`src/rtl/alu_seq.sv`:
```
// alu_seq: handshaked sequential ALU with x86-style {OF,SF,ZF,AF,PF,CF} flags for the v30mz execution unit.
// Define ALU_MUL_EN to enable the shift-add unsigned multiply on op 12; otherwise op 12 is illegal.
module alu_seq #(
    parameter int WIDTH    = 16,
    parameter int CNT_BITS = 5
) (
    input  logic             clk,
    input  logic             reset,
    input  logic             in_valid,
    output logic             in_ready,
    input  logic [3:0]       alu_op,
    input  logic [WIDTH-1:0] A,
    input  logic [WIDTH-1:0] B,
    input  logic             cf_in,
    output logic             out_valid,
    output logic [WIDTH-1:0] R,
    output logic [WIDTH-1:0] R_hi,
    output logic [5:0]       flags,
    output logic             err
);
    localparam int MSB = WIDTH - 1;
    localparam int CW  = (CNT_BITS > $clog2(WIDTH + 1)) ? CNT_BITS : $clog2(WIDTH + 1);
    localparam logic [15:0] ILLEGAL_R = 16'hFACE;

    typedef enum logic [3:0] {
        OP_ADD = 4'd0, OP_SUB = 4'd1, OP_SHL = 4'd2,  OP_SHR = 4'd3,
        OP_ROL = 4'd4, OP_ROR = 4'd5, OP_ADC = 4'd6,  OP_SBB = 4'd7,
        OP_AND = 4'd8, OP_OR  = 4'd9, OP_XOR = 4'd10, OP_SAR = 4'd11,
        OP_MUL = 4'd12
    } op_t;

`ifdef ALU_MUL_EN
    typedef enum logic [1:0] {IDLE, SHIFT, MUL} state_t;
`else
    typedef enum logic [1:0] {IDLE, SHIFT} state_t;
`endif

    state_t           state, state_nx;
    logic             accept, is_shift, do_shift;
    logic [CW-1:0]    cnt_in, sh_cnt;
    logic [3:0]       sh_op;
    logic [WIDTH-1:0] sh_val, step_val, sc_r;
    logic             step_out, sh_a_msb, cin, ovf, af, sc_err;
    logic [WIDTH:0]   sum;
    logic [5:0]       sc_flags, step_flags;

    assign accept   = in_valid & in_ready;
    assign is_shift = alu_op inside {OP_SHL, OP_SHR, OP_ROL, OP_ROR, OP_SAR};
    assign cnt_in   = CW'(B[CNT_BITS-1:0]);
    assign do_shift = is_shift && (cnt_in != '0);

    // Single-cycle result; zero-count shifts pass A through with flags untouched.
    always_comb begin
        cin      = (alu_op == OP_ADC || alu_op == OP_SBB) ? cf_in : 1'b0;
        sum      = '0;
        ovf      = 1'b0;
        sc_r     = '0;
        sc_err   = 1'b0;
        sc_flags = flags;
        case (alu_op)
            OP_ADD, OP_ADC: begin
                sum = {1'b0, A} + {1'b0, B} + {{WIDTH{1'b0}}, cin};
                ovf = (A[MSB] == B[MSB]) && (sum[MSB] != A[MSB]);
            end
            OP_SUB, OP_SBB: begin
                sum = {1'b0, A} - {1'b0, B} - {{WIDTH{1'b0}}, cin};
                ovf = (A[MSB] != B[MSB]) && (sum[MSB] != A[MSB]);
            end
            default: ;
        endcase
        af = A[4] ^ B[4] ^ sum[4];
        case (alu_op)
            OP_ADD, OP_ADC, OP_SUB, OP_SBB: begin
                sc_r     = sum[MSB:0];
                sc_flags = {ovf, sum[MSB], sum[MSB:0] == '0, af, ~^sum[7:0], sum[WIDTH]};
            end
            OP_AND, OP_OR, OP_XOR: begin
                sc_r     = (alu_op == OP_AND) ? (A & B) : (alu_op == OP_OR) ? (A | B) : (A ^ B);
                sc_flags = {1'b0, sc_r[MSB], sc_r == '0, 1'b0, ~^sc_r[7:0], 1'b0};
            end
            OP_SHL, OP_SHR, OP_ROL, OP_ROR, OP_SAR: sc_r = A;
`ifdef ALU_MUL_EN
            OP_MUL: ;
`endif
            default: begin
                sc_r   = ILLEGAL_R[MSB:0];
                sc_err = 1'b1;
            end
        endcase
    end

    // One bit of shift/rotate per cycle; flags are formed from the post-step value.
    always_comb begin
        step_val = sh_val;
        step_out = 1'b0;
        case (sh_op)
            OP_SHL: begin step_val = {sh_val[MSB-1:0], 1'b0};       step_out = sh_val[MSB]; end
            OP_ROL: begin step_val = {sh_val[MSB-1:0], sh_val[MSB]}; step_out = sh_val[MSB]; end
            OP_SHR: begin step_val = {1'b0, sh_val[MSB:1]};          step_out = sh_val[0];   end
            OP_SAR: begin step_val = {sh_val[MSB], sh_val[MSB:1]};   step_out = sh_val[0];   end
            OP_ROR: begin step_val = {sh_val[0], sh_val[MSB:1]};     step_out = sh_val[0];   end
            default: ;
        endcase
        step_flags    = flags;
        step_flags[0] = step_out;
        step_flags[2] = 1'b0;
        case (sh_op)
            OP_SHL, OP_ROL: step_flags[5] = step_val[MSB] ^ step_out;
            OP_SHR:         step_flags[5] = sh_a_msb;
            OP_ROR:         step_flags[5] = step_val[MSB] ^ step_val[MSB-1];
            default:        step_flags[5] = 1'b0;
        endcase
        if (sh_op == OP_SHL || sh_op == OP_SHR || sh_op == OP_SAR) begin
            step_flags[4] = step_val[MSB];
            step_flags[3] = (step_val == '0);
            step_flags[1] = ~^step_val[7:0];
        end
    end

`ifdef ALU_MUL_EN
    logic [2*WIDTH-1:0] mul_acc, mul_mcand, mul_acc_nx;
    logic [WIDTH-1:0]   mul_mplr;
    logic [5:0]         mul_flags;
    logic               mul_hi_nz;

    always_comb begin
        mul_acc_nx = mul_mplr[0] ? (mul_acc + mul_mcand) : mul_acc;
        mul_hi_nz  = (mul_acc_nx[2*WIDTH-1:WIDTH] != '0);
        mul_flags  = {mul_hi_nz, mul_acc_nx[MSB], mul_acc_nx[MSB:0] == '0, 1'b0,
                      ~^mul_acc_nx[7:0], mul_hi_nz};
    end
`endif

    always_ff @(posedge clk) begin
        if (reset) state <= IDLE;
        else       state <= state_nx;
    end

    always_comb begin
        state_nx = state;
        case (state)
            IDLE: begin
                if (accept && do_shift) state_nx = SHIFT;
`ifdef ALU_MUL_EN
                else if (accept && alu_op == OP_MUL) state_nx = MUL;
`endif
            end
            SHIFT:   if (sh_cnt == CW'(1)) state_nx = IDLE;
`ifdef ALU_MUL_EN
            MUL:     if (sh_cnt == CW'(1)) state_nx = IDLE;
`endif
            default: state_nx = IDLE;
        endcase
    end

    always_comb in_ready = (state == IDLE);

    always_ff @(posedge clk) begin
        if (reset) begin
            out_valid <= 1'b0;
            R         <= '0;
            R_hi      <= '0;
            flags     <= '0;
            err       <= 1'b0;
            sh_val    <= '0;
            sh_cnt    <= '0;
            sh_op     <= '0;
            sh_a_msb  <= 1'b0;
`ifdef ALU_MUL_EN
            mul_acc   <= '0;
            mul_mcand <= '0;
            mul_mplr  <= '0;
`endif
        end else begin
            out_valid <= 1'b0;
            case (state)
                IDLE: if (accept) begin
                    if (do_shift) begin
                        sh_val   <= A;
                        sh_cnt   <= cnt_in;
                        sh_op    <= alu_op;
                        sh_a_msb <= A[MSB];
                    end
`ifdef ALU_MUL_EN
                    else if (alu_op == OP_MUL) begin
                        mul_acc   <= '0;
                        mul_mcand <= {{WIDTH{1'b0}}, A};
                        mul_mplr  <= B;
                        sh_cnt    <= CW'(WIDTH);
                    end
`endif
                    else begin
                        out_valid <= 1'b1;
                        R         <= sc_r;
                        R_hi      <= '0;
                        flags     <= sc_flags;
                        err       <= sc_err;
                    end
                end
                SHIFT: begin
                    sh_val <= step_val;
                    sh_cnt <= sh_cnt - CW'(1);
                    if (sh_cnt == CW'(1)) begin
                        out_valid <= 1'b1;
                        R         <= step_val;
                        R_hi      <= '0;
                        flags     <= step_flags;
                        err       <= 1'b0;
                    end
                end
`ifdef ALU_MUL_EN
                MUL: begin
                    mul_acc   <= mul_acc_nx;
                    mul_mcand <= mul_mcand << 1;
                    mul_mplr  <= mul_mplr >> 1;
                    sh_cnt    <= sh_cnt - CW'(1);
                    if (sh_cnt == CW'(1)) begin
                        out_valid <= 1'b1;
                        R         <= mul_acc_nx[MSB:0];
                        R_hi      <= mul_acc_nx[2*WIDTH-1:WIDTH];
                        flags     <= mul_flags;
                        err       <= 1'b0;
                    end
                end
`endif
                default: ;
            endcase
        end
    end
endmodule

```
`config.mk`:
```
export PLATFORM = sky130hd
export DESIGN_NAME = alu_seq
export DESIGN_NICKNAME = d
export VERILOG_FILES = /design/src/rtl/alu_seq.sv
export SDC_FILE = /design/constraint.sdc
export NUM_CORES = 1
export LEC_CHECK = 0
export CAP_MARGIN = 10
export CORE_MARGIN = 10
export CORE_UTILIZATION = 50
export CTS_CLUSTER_SIZE = 28
export DETAILED_ROUTE_END_ITERATION = 6
export GPL_TIMING_DRIVEN = 0
export PLACE_DENSITY = 0.77
export SLEW_MARGIN = 20
export SYNTH_ARGS = -nofsm -noshare
export SYNTH_HDL_FRONTEND = slang
export SYNTH_SLANG_ARGS = --single-unit
```
`constraint.sdc`:
```
create_clock -name clk -period 4.2 [get_ports clk]
set_input_delay 1.26 -clock clk [delete_from_list [all_inputs] [get_ports clk]]
set_output_delay 1.26 -clock clk [all_outputs]
set_load 0.03 [all_outputs]
```
## Word-level counts from Yosys, hierarchy flattened

Cells that the tools add are included.

| storage, ports and cells | value |
|---|---|
| latch bits | 0 |
| word-level logic and storage cells | 127 |
| register bits after elaboration | 68 |
| bits in writable memories | 0 |
| memories | 0 |
| output and inout port bits | 41 |
| memory bits (read-only) | 0 |
| input bits | 40 |

| cells by class | value |
|---|---|
| bitwise logic cells | 8 |
| add/sub/neg operators | 5 |
| mux-type cells | 42 |
| div/mod/pow operators | 0 |
| order comparisons | 0 |
| shift operators | 0 |
| $mul | 0 |
| equality and inequality tests | 29 |
| reductions and logical operators | 32 |

Operator list:

| operator | count |
|---|---|
| $mux 16 | 10 |
| $pmux 16 s2 | 3 |
| $pmux 16 s5 | 1 |
| $logic_not 16->1 | 3 |
| $pmux 16 s3 | 1 |
| $pmux 17 s2 | 1 |
| $eq 4x3->1 const B | 6 |
| $pmux 6 s2 | 2 |
| $reduce_xnor 8->1 | 3 |
| $eq 4x4->1 const B | 5 |
| $mux 6 | 3 |
| $add 16x16->17 | 1 |
| $add 17x1->17 | 1 |
| $sub 16x16->17 | 1 |
| $sub 17x1->17 | 1 |
| $and 16x16->16 | 1 |
| $eq 4x2->1 const B | 4 |
| $or 16x16->16 | 1 |
| $xor 16x16->16 | 1 |
| $reduce_or 12->1 | 1 |
| $mux 5 | 2 |
| $pmux 5 s2 | 1 |
| $reduce_bool 5->1 | 2 |
| $mux 1 | 9 |
| 29 further kinds | 52 |

## Depth between registers and ports, before layout

Gate-level depths: netlist of the first run.

| logic depth | value |
|---|---|
| depth in word-level cells | 11 |
| gate-level depth with buffers | 19 |
| depth with buffers taken out | 18 |

## Worst setup path after synthesis of the first run

Ideal clock, no wire load.

| timing path | value |
|---|---|
| path kind | input -> register |
| start | input alu_op[3] |
| end | register flags[3] |
| stages | 17 |
| path buffers | 1 |
| path slack | -0.323 ns |
| data arrival time | 4.453 ns |
| required time | 4.131 ns |
| setup time | 0.069 ns |
| path through | buf_2 nand4b_1 inv_1 fa_1 inv_1 ha_1 o21ai_1 a211oi_1 a21o_1 a21oi_1 xnor2_1 o211ai_1 ha_1 nand4_1 or4_1 a2111o_1 o21ai_1 |

| between the ends | value |
|---|---|
| word-level cells in the longest chain between the ends | 10 |
| elaborated cells between the ends (all ways) | 34 |
| those cells by class | add/sub: 2; eq/ne: 13; mux: 8; reduce/logical: 11 |

Ends and longest elaborated chain:

| item | RTL line | source |
|---|---|---|
| start: declaration | 11 | `input logic [3:0] alu_op,` |
| $eq 4x3->1 | 54, 60, 72 |  |
| $logic_or 1x1->1 | 54 | `cin = (alu_op == OP_ADC \|\| alu_op == OP_SBB) ? cf_in : 1'b0;` |
| $mux 1 | 54 |  |
| $sub 17x1->17 / $add 17x1->17 (equally long branches) | 66, 62 |  |
| $pmux 17 s2 | 60 | `case (alu_op)` |
| $logic_not 16->1 | 75 | `sc_flags = {ovf, sum[MSB], sum[MSB:0] == '0, af, ~^sum[7:0], sum[WIDTH]};` |
| $pmux 6 s2 | 72 | `case (alu_op)` |
| $mux 6 | 178 | `if (do_shift) begin` |
| $mux 6 | 177 | `IDLE: if (accept) begin` |
| $pmux 6 s2 | 176 | `case (state)` |
| end signal: assignment | 196 | `flags <= sc_flags;` |
| end signal: assignment | 207 | `flags <= step_flags;` |
| end: declaration | 18 | `output logic [5:0] flags,` |

Parallel ways exist; a longest one is shown, timed or not. The select of a mux whose other input is x is not followed.
A chain may end at the register's enable or synchronous reset.

## Worst setup path in the final report of the first run

| timing path | value |
|---|---|
| start | input alu_op[2] |
| end | register flags[3] |

Same word-level chain as after synthesis.

==> impl_metrics.py, run 1 <==
metrics = {
    "placement": {
        "hpwlAfterDp_mm": 16.1,
        "portBuffers": 60,
        "numPlacedInstances": 1035,
        "gp_congestion": 1.02,
    },
    "timing": {
        "timing.final.crit_share_pct": 103,
        "finalWorstSetupSlack_ns": -0.117,
        "period_needed_ns": 4.32,
        "setup_tns_ns": -0.172,
        "fmax_mhz": 232,
        "skew_ns": 0.00683,
        "setup_viol": 2,
        "hold_viol_final": 0,
        "rsz0062_at_grt": "yes",
        "worst_pin_slew_ns": 0.938,
        "maxSlewViolCount": 0,
        "maxSlewHeadroom_pct": 37.1,
    },
    "layout": {
        "fillCellCount": 1063,
        "regArea_um2": 1020,
        "fin_util_pct": 62.7,
        "layout-drive-gt1-share_pct": 10.0,
        "fin_cells": 1049,
        "fin_nets": 1025,
        "area_growth_syn_to_layout_pct": 21.6,
        "n_antenna_cell": 0,
        "multi_input_area_um2": 4670,
    },
    "clock_network": {
        "cts_buffer_depth": 2,
        "ctsHoldBuffers": 0,
        "clk_pin_slew_ns": 0.07,
        "root_buffer": "clkbuf_16",
        "clock_latency_ns": 0.30,
        "cts_tree": "built",
        "htreeDepth": 2,
        "clkSinkCount": 51,
        "cts_inserted_buffers": 5,
    },
    "worst_setup_path": {
        "reg2regPathDepth": 12,
        "cp_max_fo": 9,
        "timing.rr.end": "flags[3]",
        "crit_required_ns": 4.43,
        "cp-end-kind": "register",
        "start_kind": "input port",
        "arrival_ns": 4.54,
        "r2r_setup_slack_ns": 0.96,
        "r2r-start": "sh_op[1]",
        "critPathKind": "input port to register",
    },
    "worst_hold_path": {
        "worstHoldPathCells": 2,
        "min_path_type": "register to register",
        "hp-start": "R[13]",
        "min_to": "R[13]",
    },
    "grt": {
        "use_met3_pct": 4.35,
        "grt_usage_pct": 23.7,
        "grt_pass1_wl_mm": 32.0,
        "grt_pass1_vias": 6150,
        "grt_antenna_before_repair": 0,
        "use_met1_pct": 30.6,
        "met2_usage_pct": 37.8,
        "grt_max_degree": 17,
        "busiest_layer": "met2",
        "gr-total-overflow": 0,
    },
    "synthesis": {
        "ys.flop_type": "dfxtp_1",
        "synth_edf_count": 0,
        "async_flop_share_pct": 0,
        "ys_seq_area_share_pct": 17.2,
        "synth_seq_cells": 51,
        "yosysWarnings": 0,
        "syn_inst": 817,
        "synth_area_per_cell_um2": 7.27,
        "synth.cell_area_um2": 5940,
        "synth_cell_types": 70,
    },
    "die": {
        "dieArea_um2": 16600,
        "core_area_um2": 11500,
        "start_util_pct": 51.6,
        "pin_count": 81,
        "placementRows": 39,
        "die_width_um": 129,
        "dieHeight_um": 129,
    },
    "run_status": {
        "violations": "DRC, setup timing",
        "status": "complete, but fails checks",
    },
    "pwr": {
        "power_density_nw_per_um2": 292,
        "total_power_mw": 2.11,
        "p_leak_nw": 2.94,
        "peakVddDrop_mv": 0.197,
    },
    "drt": {
        "drt-total-wl_mm": 20.5,
        "detail_route.first_pass.iterations": 7,
        "avgRoutedWirePerCell_um": 19.5,
        "ant_nets": 0,
        "drtIter0Drc": 724,
        "viasPerCell": 6.19,
        "dr_total_vias": 6495,
        "drc_errors": 2,
    },
    "flow_run": {
        "max-cap-violations": 0,
    },
}
[worst max-delay path by stage]
stage / start / endpoint
after floorplan: alu_op[3] / flags[3]
after global placement: alu_op[1] / flags[1]
after detailed placement: alu_op[1] / flags[1]
after CTS: alu_op[3] / flags[3]
after global routing: alu_op[2] / flags[3]
final: alu_op[2] / flags[3]
[flip-flops by register name, indices dropped and copies added, names as in the netlist]
signal	count
sh_op	4
out_valid	1
flags	6
sh_a_msb	1
R	16
state	1
sh_val	16
err	1
sh_cnt	5
[report_power, final]
| group | leakage (nW) | switching [mW] | internal [mW] | total, mW |
|---|---|---|---|---|
| clock network | 0.0675 | 0.191 | 0.224 | 0.415 |
| logic | 2.45 | 0.668 | 0.459 | 1.13 |
| registers | 0.418 | 0.0392 | 0.529 | 0.568 |
[logic make-up (layout without fill, tap and decap cells)]
group | Yosys count | count (layout) | synth area share [%]
xor+xnor | 33 | 33 | 4.99
compound gates | 273 | 273 | 31.1
fa+ha+maj | 80 | 80 | 17.4
mux | 6 | 6 | 1.03
simple gates | 248 | 248 | 18.9
other cells | 1 | 16 | 0.0632
flops | 51 | 51 | 17.2
buf+inv | 125 | 199 | 9.33
[layout by cell type, fill, tap and decap left out, drive strengths merged, types with 5 or more instances in the layout]
master / n
nor2: 79
and3: 10
xor2: 14
nand2: 88
xnor2: 19
a311oi: 6
inv: 59
mux2i: 5
dfxtp: 51
conb: 16
a31oi: 13
clkdlybuf4s50: 43
a21oi: 84
buf: 30
nor3: 21
a221oi: 5
a22oi: 9
ha: 76
dlygate4sd2: 7
o21ai: 39
o211ai: 13
a21o: 15
o21a: 9
nand2b: 7
nand4: 6
nor2b: 6
nand3: 8
a211oi: 30
clkdlybuf4s15: 5
clkbuf: 51
a222oi: 14
[routing by layer]
layer | routed length [um] | vias up | share of wire (%)
met5 | 0 | - | 0
met4 | 740 | 0 | 3.6
met3 | 1690 | 58 | 8.2
met2 | 9180 | 331 | 45
met1 | 8850 | 3017 | 43
li1 | - | 3089 | -
[Yosys cell counts, types with 8 or more instances]
cell	count	area, um2
nor2_1	78	293
xor2_1	14	123
a31oi_1	13	81.3
a21oi_1	84	420
inv_1	58	218
nand3_1	8	40.0
a222oi_1	14	140
a21o_1	15	113
o21ai_1	17	85.1
dfxtp_1	51	1020
a211oi_1	30	225
a22oi_1	9	67.6
ha_1	76	951
and3_1	10	62.6
o211ai_1	13	97.6
nor3_1	21	105
o21a_1	9	67.6
clkbuf_1	44	165
xnor2_1	18	158
nand2_1	88	330
o21ai_0	22	110
buf_4	16	120
[final cells by class]
class                      instances  share of cell area [%]
clock buffer                       6                    1.78
clock inverter                     2                   0.225
multi-input combinational        656                    64.6
inverter                          59                    3.07
timing repair buffer              66                    8.87
sequential                        51                    14.1
tap                              143                    2.48
buffer                            66                    4.82
[worst max-delay path: stages]
cell,delay [ns]
buf_6,0.13
nand4b_1,0.15
inv_2,0.06
fa_2,0.58
ha_2,0.20
o21ai_4,0.08
a211oi_4,0.28
a21o_1,0.16
a21oi_2,0.06
xnor2_2,0.14
o211ai_1,0.24
ha_2,0.24
nand4_1,0.12
or4_1,0.44
a2111o_1,0.30
o21ai_1,0.11
[stage by stage]
stage	hold WS (ns)	setup slack (ns)	instance area (um2)
6_report	0.457	-0.117	7220
5_1_grt	0.469	-0.261	7220
4_1_cts	0.460	-0.153	7110
3_5_place_dp	0.450	-1.05	6820
3_3_place_gp	0.444	-1.07	6820
2_1_floorplan	0.454	-0.167	6040
[timing repair]
| item | CTS | global route |
|---|---|---|
| endpoints found under the hold margin | 0 | 0 |
| pin swaps | 17 | 22 |
| buffers inserted | 5 | 2 |
| gates resized for setup | 54 | 27 |
| endpoints found under the setup margin | 14 | 10 |
(Power assumes the default switching activity.)
==> run 2, diff against run 1 <==
CAP_MARGIN = 15   (was 10)
GPL_TIMING_DRIVEN = default   (was 0)
==> run 2 against run 1 <==
The run still ends with DRC, setup timing left. Utilization rose by 4.5 points. Register-to-register slack improved by 0.35 ns. Hold slack got worse by 0.0060 ns. Clock skew fell by 0.0024 ns. Critical endpoint unchanged. Highest routed layer is now met5.
==> impl_metrics.py, run 2 (synthesis results as in run 1) <==
metrics = {
    "worst_setup_path": {
        "timing.rr.end": "flags[3]",
        "start_kind": "input port",
        "r2r-start": "state[0]",
        "crit_slowest_cell": "or4_4",
        "reg2regPathDepth": 9,
        "cp-end-kind": "register",
        "cp_max_fo": 2,
        "crit_path_max_incr_delay_ns": 0.42,
        "crit_chain": "buf_6 > nand4b_1 > buf_4 > fa_2 > ha_4 > o21ai_2 > a211oi_2 > a21o_1 > a21oi_2 > xnor2_1 > o211ai_1 > ha_2 > nand4_1 > or4_4 > a2111o_1 > o21ai_1",
        "arrival_ns": 4.50,
        "critPathKind": "input port to register",
        "crit_required_ns": 4.43,
        "r2r_setup_slack_ns": 1.31,
    },
    "die": {
        "dieHeight_um": 129,
        "core_area_um2": 11500,
        "die_width_um": 129,
        "start_util_pct": 51.6,
        "dieArea_um2": 16600,
        "placementRows": 39,
        "pin_count": 81,
    },
    "drt": {
        "dr_total_vias": 6688,
        "detail_route.first_pass.iterations": 7,
        "drt-total-wl_mm": 19.8,
        "ant_nets": 0,
        "drtIter0Drc": 722,
        "drc_errors": 25,
        "avgRoutedWirePerCell_um": 18.0,
        "viasPerCell": 6.07,
    },
    "timing": {
        "finalWorstSetupSlack_ns": -0.0657,
        "maxSlewHeadroom_pct": 34.2,
        "worst_pin_slew_ns": 0.987,
        "rsz0062_at_grt": "yes",
        "maxSlewViolCount": 0,
        "period_needed_ns": 4.27,
        "fmax_mhz": 234,
        "setup_viol": 2,
        "timing.final.crit_share_pct": 102,
        "hold_viol_final": 0,
        "skew_ns": 0.00445,
    },
    "clock_network": {
        "root_buffer": "clkbuf_16",
        "clock_latency_ns": 0.29,
        "cts_buffer_depth": 2,
        "ctsHoldBuffers": 0,
        "cts_tree": "built",
        "clkSinkCount": 51,
        "htreeDepth": 2,
        "cts_inserted_buffers": 5,
        "clk_pin_slew_ns": 0.07,
    },
    "layout": {
        "top_regs": "R: 16 flops, sh_val: 16 flops, flags: 6 flops",
        "n_antenna_cell": 0,
        "fin_nets": 1078,
        "fillCellCount": 1008,
        "layout_common_cells": "buf_4 (118), nand2_1 (87), a21oi_1 (80)",
        "final_common_cell": "buf_4",
        "layout-drive-gt1-share_pct": 18.0,
        "area_growth_syn_to_layout_pct": 30.4,
    },
    "pwr": {
        "peakVddDrop_mv": 0.180,
        "p_leak_nw": 3.33,
        "total_power_mw": 2.19,
        "power_density_nw_per_um2": 283,
    },
    "placement": {
        "portBuffers": 64,
        "dp_slack_ns": -0.726,
        "gp_congestion": 0.968,
        "hpwlAfterDp_mm": 15.1,
    },
    "flow_run": {
        "max-cap-violations": 0,
    },
    "run_status": {
        "status": "complete, but fails checks",
        "violations": "DRC, setup timing",
    },
    "grt": {
        "grt_pass1_vias": 6278,
        "grt_usage_pct": 23.3,
        "gr-total-overflow": 0,
        "grt_max_degree": 53,
        "grt_pass1_wl_mm": 32.1,
        "grt_antenna_before_repair": 1,
    },
    "worst_hold_path": {
        "worstHoldPathCells": 2,
        "hp-start": "R[13]",
        "min_to": "R[13]",
        "min_path_type": "register to register",
    },
}
## run 2: cell types whose count changed in the layout (fill, tap and decap cells not counted), sizes merged, moves of 2 or more
cell	delta
clkdlybuf4s50	+12
clkdlybuf4s15	-5
dlymetal6s2s	-2
clkbuf	-45
dlygate4sd2	-4
buf	+97
## run 2: routing by layer
metal / up-vias / wire, um / track usage (%)
met5: - / 11 / 0
met3: 64 / 1530 / 4.11
met4: 2 / 866 / 11.0
met2: 303 / 9110 / 37.0
li1: 3199 / - / -
met1: 3120 / 8320 / 29.9
## run 2: worst max path at each step
stage | depth (start not counted) | to | start | slack [ns]
3_5_place_dp | 17 | flags[3] | alu_op[3] | -0.73
4_1_cts | 16 | flags[3] | alu_op[3] | -0.18
5_1_grt | 19 | flags[1] | alu_op[3] | -0.25
6_report | 16 | flags[3] | alu_op[3] | -0.07
3_3_place_gp | 16 | flags[3] | alu_op[3] | -0.58
2_1_floorplan | 17 | flags[3] | alu_op[3] | -0.17
## run 2: final cells by class
type	instances	area, um2	area share, %
repair buffers	185	1540	19.9
inverters	59	221	2.86
multi-input cells	656	4620	59.7
well taps	143	179	2.31
clock inverters	2	16.3	0.210
flip-flops and latches	51	1020	13.2
clock buffers	6	139	1.79
## run 2: power by group
group,internal (mW),switching [mW],total (mW)
registers,0.529,0.0476,0.577
logic,0.534,0.650,1.18
clock network,0.239,0.190,0.429
## run 2: worst max-delay path: cells and delay by family
family,cells,cell delay (ns)
simple gates,3,0.71
xor+xnor,1,0.13
fa+ha+maj,3,0.88
compound gates,7,1.24
buf+inv,2,0.27
## run 2: timing repair
| item | in CTS | in global routing |
|---|---|---|
| resized for setup | 33 | 14 |
| setup buffers | 7 | 4 |
| cloned | 0 | 0 |
| setup endpoints to repair | 12 | 11 |
| pin swaps | 19 | 39 |
## run 2: metrics by stage
stage | TNS, ns | hold slack (ns) | cells | area (um2) | util (%)
4_1_cts | -0.217 | 0.456 | 1104 | 7680 | 66.7
3_5_place_dp | -7.58 | 0.446 | 1089 | 7390 | 64.2
5_1_grt | -0.796 | 0.476 | 1102 | 7740 | 67.2
6_report | -0.0781 | 0.451 | 1102 | 7740 | 67.2
3_3_place_gp | -6.24 | 0.439 | 1089 | 7390 | 64.2
2_1_floorplan | -0.291 | 0.454 | 832 | 6040 | -
